--- src/rtl/seven_seg_scan.sv ---
// seven_seg_scan: multiplexed common-anode 7-seg driver with frame-synchronous commit, dead-time and leading-zero blanking
module seven_seg_scan #(
  parameter int NUM_DIGITS    = 4,
  parameter int SLOT_CYCLES   = 24000,
  parameter int DEAD_CYCLES   = 240,
  parameter int EN_ACTIVE_LOW = 1
) (
  input  logic                    clk,
  input  logic                    reset,
  input  logic                    load,
  input  logic [4*NUM_DIGITS-1:0] digits_in,
  input  logic [NUM_DIGITS-1:0]   dp_in,
  input  logic                    lzb,
  output logic [6:0]              seg,
  output logic                    dp_n,
  output logic [NUM_DIGITS-1:0]   en,
  output logic                    pending,
  output logic                    frame_done
);
  localparam int CW = $clog2(SLOT_CYCLES);
  localparam int IW = NUM_DIGITS > 1 ? $clog2(NUM_DIGITS) : 1;
  localparam logic [CW-1:0] CNT_LAST = CW'(SLOT_CYCLES - 1);
  localparam logic [IW-1:0] IDX_LAST = IW'(NUM_DIGITS - 1);
  localparam logic [NUM_DIGITS-1:0] EN_OFF = {NUM_DIGITS{EN_ACTIVE_LOW != 0}};
  localparam logic [16*7-1:0] LUT = {
    7'b0111000, 7'b0110000, 7'b1000010, 7'b0110001,
    7'b1100000, 7'b0001000, 7'b0001100, 7'b0000000,
    7'b0001111, 7'b0100000, 7'b0100100, 7'b1001100,
    7'b0000110, 7'b0010010, 7'b1001111, 7'b0000001
  };
  logic [CW-1:0]           cnt;
  logic [IW-1:0]           idx;
  logic [4*NUM_DIGITS-1:0] shadow, buf_digits;
  logic [NUM_DIGITS-1:0]   shadow_dp, buf_dp;
  logic                    slot_end, boundary, dead, blank;
  logic [3:0]              nib;
  logic [6:0]              seg_d;
  assign slot_end = cnt == CNT_LAST;
  assign boundary = slot_end && idx == IDX_LAST;
  assign dead     = cnt < CW'(DEAD_CYCLES);
  assign nib      = shadow[{idx, 2'b00} +: 4];
  // blank when this nibble and everything above it is zero; digit 0 always shows
  assign blank    = lzb && idx != '0 && (shadow >> {idx, 2'b00}) == '0;
  assign seg_d    = blank ? 7'h7f : LUT[7*nib +: 7];
  always_ff @(posedge clk) begin
    if (reset) begin
      cnt        <= '0;
      idx        <= '0;
      shadow     <= '0;
      shadow_dp  <= '0;
      buf_digits <= '0;
      buf_dp     <= '0;
      pending    <= 1'b0;
      frame_done <= 1'b0;
      seg        <= 7'h7f;
      dp_n       <= 1'b1;
      en         <= EN_OFF;
    end else begin
      cnt <= slot_end ? '0 : cnt + 1'b1;
      if (slot_end) idx <= idx == IDX_LAST ? '0 : idx + 1'b1;
      if (load) begin
        buf_digits <= digits_in;
        buf_dp     <= dp_in;
      end
      // a load landing on the boundary bypasses the pending buffer
      if (boundary && (load || pending)) begin
        shadow    <= load ? digits_in : buf_digits;
        shadow_dp <= load ? dp_in : buf_dp;
      end
      pending    <= !boundary && (load || pending);
      frame_done <= boundary;
      seg        <= dead ? 7'h7f : seg_d;
      dp_n       <= dead || !shadow_dp[idx];
      en         <= dead ? EN_OFF : EN_OFF ^ (NUM_DIGITS'(1) << idx);
    end
  end
endmodule

--- config.mk ---
export PLATFORM = sky130hd
export DESIGN_NAME = seven_seg_scan
export DESIGN_NICKNAME = d
export VERILOG_FILES = /design/src/rtl/seven_seg_scan.sv
export SDC_FILE = /design/constraint.sdc
export NUM_CORES = 1
export LEC_CHECK = 0
export ABC_AREA = 1
export BUFFER_PORTS_ARGS = -buffer_cell sky130_fd_sc_hd__buf_2
export CORE_ASPECT_RATIO = 1.1
export CORE_MARGIN = 4
export CORE_UTILIZATION = 40
export DETAILED_ROUTE_END_ITERATION = 8
export GPL_ROUTABILITY_DRIVEN = 0
export PLACE_DENSITY_LB_ADDON = 0.08
export SYNTH_ARGS = -nofsm -noshare
export SYNTH_HDL_FRONTEND = slang
export SYNTH_SLANG_ARGS = --single-unit
export TNS_END_PERCENT = 100
--- constraint.sdc ---
create_clock -name clk -period 1.75 [get_ports clk]
set_input_delay 0.35 -clock clk [delete_from_list [all_inputs] [get_ports clk]]
set_output_delay 0.35 -clock clk [all_outputs]
set_load 0.005 [all_outputs]
; ---- Word-level counts from Yosys, hierarchy flattened
; Cells that the tools add are included.
[totals]
regBits = 71
input_bits = 24
word_cells = 42
[op_classes]
n_addsub = 2
n_mul = 1
order_cmp = 2
n_eq_ne = 2
shifts = 4
muxes = 5
bitwise_logic = 1
n_reduce_logical = 14
[ops]
columns = op, count
row1 = $shiftx 112x8->7 const A, 1
row2 = $logic_not 16->1, 1
row3 = $mux 16, 1
row4 = $shiftx 16x5->4, 1
row5 = $shr 16x4->16, 1
row6 = $add 15x1->15 const B, 1
row7 = $eq 15x15->1 const B, 1
row8 = $lt 15x8->1 const B, 1
row9 = $mul 3x4->7 const A, 1
row10 = $logic_and 1x1->1, 5
row11 = $mux 4, 1
row12 = $not 4->4, 1
row13 = $reduce_or 2->1, 2
row14 = $shl 1x2->4 const A, 1
row15 = $lt 2x3->1 const B, 1
row16 = $reduce_or 3->1, 1
row17 = $add 2x1->2 const B, 1
row18 = $bmux 1 s2, 1
row19 = $eq 2x2->1 const B, 1
row20 = $logic_not 1->1, 2
row21 = $logic_or 1x1->1, 2
row22 = $mux 2, 1
row23 = $reduce_bool 2->1, 1
row24 = $mux 1, 1

; ---- Depth between registers and ports, before layout
[depth]
ltp_word = 4
mapped_depth = 13
mapped_depth_nobuf = 12

; ---- Least setup slack after synthesis
; Ideal clock, no wire load.
[synth_path]
path_type = flip-flop to flip-flop
startpoint = register idx[0]
endpoint = register seg[0]
setup_time_ns = 0.129
arrival_ns = 1.639
setup_slack_ns = -0.018
stages_incl_launch_ff = 12
path_buffers = 1
synth_period_minus_slack_ns = 1.768
path_cell_list = dfxtp_1 -> buf_4 -> nand2_1 -> nand3_1 -> nand2_1 -> ha_1 -> inv_1 -> nor2_1 -> nand3_1 -> nor2_1 -> a21oi_1 -> nand2_1
[synth_via]
elab_chain_len = 4
elab_cells_between_ends = 9
cone_classes = mul: 1 / shift: 3 / reduce/logical: 5
[synth_rtl]
columns = item, line_no
row1 = from (decl), 32  ; logic [IW-1:0] idx;
row2 = from (signal assigned), 60  ; if (slot_end) idx <= idx == IDX_LAST ? '0 : idx + 1'b1;
row3 = branches (longest 4 deep; another with $mul 3x4->7), -
row4 = to (signal assigned), 72  ; seg <= dead ? 7'h7f : seg_d;
row5 = to (decl), 14  ; output logic [6:0] seg,
; Several ways; the timed one is not identified.
; A chain may end at the register's enable or synchronous reset.

; ---- Worst setup path in the final report
; Ends and elaborated chain as after synthesis.

==> flow_summary_export.csv <==
group,metric,value,unit
floorplanning,die_width,95.4,µm
setup_path,crit_family,"simple AND/OR/NAND/NOR gates",
placement,numPortBuffers,37,
clock_tree,cts_setup_buffers,0,
setup_path,criticalPathCategory,"flop to flop",
floorplanning,fp.dieH,104,µm
clock_tree,cts_inserted_buffers,9,
detailed_routing,via_count,3001,
global_route,grt_pass1_vias,2846,
global_route,grt_overflow,0,
power_and_ir_drop,leakage,1.71,nW
global_route,grt_max_degree,23,
timing,rsz0062_at_grt,"false",
layout,antenna_cells,0,
timing,fin_setup_tns,0,ns
placement,placed_cell_area,0.00376,mm²
layout,stdcell_count,636,
timing,report.final.hold_viol_count,0,
clock_tree,cts_max_level,3,
setup_path,crit_slowest_cell,"dfxtp_4",
timing,hold-worst-slack,0.301,ns
floorplanning,fp-row-count,34,
layout,multi_input_area,0.00172,mm²
clock_tree,cts-root-buf,"clkbuf_8",
power_and_ir_drop,p_per_area,829,mW/mm²
clock_tree,cts_tree,"yes",
clock_tree,cts_max_path_buffers,2,
layout,layout_commonest_cell,"nand2_1",
yosys,synth-seq-cells,71,
floorplanning,core_area,0.00804,mm²
layout,area_growth,19.0,%
setup_path,worstPathArrival,1.80,ns
yosys,synth_edf_count,0,
clock_tree,cts-resized-gates,0,
clock_tree,path_clk_slew,0.08,ns
layout,nets,556,
yosys,yosys_warnings,0,
power_and_ir_drop,max-vdd-ir-drop,0.473,mV
yosys,syn-mean-instance-area,7.08,µm²
job,cap_violations,0,
timing,report.final.slew_viol_count,0,
setup_path,crit_fanout,9,
detailed_routing,drtIter0Drc,98,
timing,period_share,90.0,%
layout,fin_util,49.8,%
yosys,ys_types,28,
setup_path,crit_buf_inv,2,
placement,dp_hpwl,5650,µm
detailed_routing,vias_per_cell,4.72,
global_route,antenna_found_initial,0,
placement,place_ws,0.0531,ns
yosys,syn_area,0.00336,mm²
timing,worst_slew_pin_slew,0.462,ns
setup_path,crit_top_cell,"nand2_1",
layout,final_cell_mix,"109 x nand2_1, 96 x nor2_1, 69 x dfxtp_1, 37 x buf_2",
setup_path,crit_path_start_kind,"flop",
floorplanning,start_util,41.8,%
timing,finalSetupViolations,0,
placement,placed_cells,620,
yosys,yosysTopAreaCell,"dfxtp_1",
layout,fill_cells,831,
status,status,"finished clean",
global_route,grtUsageTotal,16.2,%
clock_tree,clock_sinks,71,
yosys,syn_nets,508,
timing,clock.fmax,0.635,GHz
setup_path,rr_startpoint,"idx[0]",
timing,fin_skew,0.0175,ns
yosys,synth.top_cell.area_share,42.2,%
yosys,syn_inst,475,
clock_tree,ctsHoldBuffers,0,
yosys,ys_async_sr_fraction,0,%
detailed_routing,finalWirelength,7560,µm
setup_path,setup.worst_path.start,"idx[0]",
setup_path,r2r_slack,0.18,ns
global_route,grt_first_pass_wirelength,13000,µm
detailed_routing,wl_per_cell,11.9,µm
detailed_routing,drcViolationCount,0,
timing,period_minus_slack,1.57,ns
layout,finalInstanceArea,0.00400,mm²
layout,final-seq-area,0.00143,mm²
detailed_routing,ant_nets,0,
min_path,hp-start,"digits_in[10]",
timing,setup_ws,0.175,ns
clock_tree,insertion_delay,0.34,ns
setup_path,cp-end-kind,"flop",
yosys,synth_area_leaders,"dfxtp_1 42%, nand2_1 12%, nor2_1 11%, o21ai_0 4.2%, nand4_1 4.1%",
floorplanning,die-area,0.00994,mm²
min_path,hold_path.class,"input port to flop",
layout,drive_gt1_share,22.2,%
yosys,synth_seq_area_share,42.2,%
setup_path,worstPathRequired,1.98,ns
detailed_routing,firstDrtPassIters,4,
power_and_ir_drop,total_power,3.32,mW
timing,maxSlewHeadroom,68.9,%
yosys,ys.flop_type,"dfxtp_1",
setup_path,critical-path-max-stage-delay,0.37,ns
setup_path,crit_chain,"inv_2, nand2_1, nand3_1, nand2_1, ha_1, inv_1, nor2_1, nand3_1, nor2_4, a21oi_4, nand2_1",
floorplanning,num_io_pins,38,
==> worst min-delay path, stage by stage <==
cell and delay [ns]:
buf_2 0.07, o21ai_0 0.10, nor2_1 0.09
==> routing by layer <==
metal / global-route usage, % / vias to the layer above / part of all wire, %
met4: 4.98 / 0 / 0.85
met3: 4.41 / 4 / 3.7
met5: 0 / - / 0
met2: 24.1 / 41 / 44
met1: 22.6 / 1335 / 51
li1: - / 1621 / -
==> where the power goes <==
group	switching (mW)	internal (mW)	leakage [nW]	total (mW)
Sequential	0.0106	1.65	0.580	1.66
Clock	0.623	0.852	0.111	1.47
Combinational	0.103	0.0817	1.02	0.185
==> layout make-up <==
class | count | area share (%)
tap | 108 | 3.38
sequential | 71 | 35.6
clock buffer | 12 | 3.62
multi-input combinational | 351 | 42.9
inverter | 32 | 3.00
timing repair buffer | 58 | 9.50
clock inverter | 4 | 1.94
==> state kept, by name (all words and copies together) (netlist names), 2 cells and up <==
name	flops
buf_dp	4
shadow	16
shadow_dp	4
cnt	15
en	4
buf_digits	16
idx	2
seg	7
==> path summary, 6_finish.rpt <==
kind / cells past startpoint / endpoint
worst max-delay path: 11 / seg[0]
worst max register to register: 11 / seg[0]
worst min register to register: 1 / cnt[0]
worst min-delay path: 3 / buf_digits[10]
==> cells by family after synthesis <==
kind of cell	count (synthesis)	synth area share (%)
simple gates	299	40.2
flops	71	42.2
buf+inv	53	7.36
compound gates	40	6.06
fa+ha+maj	9	3.35
xor+xnor	3	0.781
==> synth_stat cells (4+ instances only) <==
cell type and count:
o21ai_0 28, clkbuf_1 8, inv_1 28, buf_1 4, nand3_1 26, nand4_1 22
ha_1 9, nand2_1 110, or2_2 21, dfxtp_1 71, buf_6 4, nand2_2 4
nor2_1 98, inv_2 4, buf_4 5, a21oi_1 10
Power figures use the tool's default switching activity.
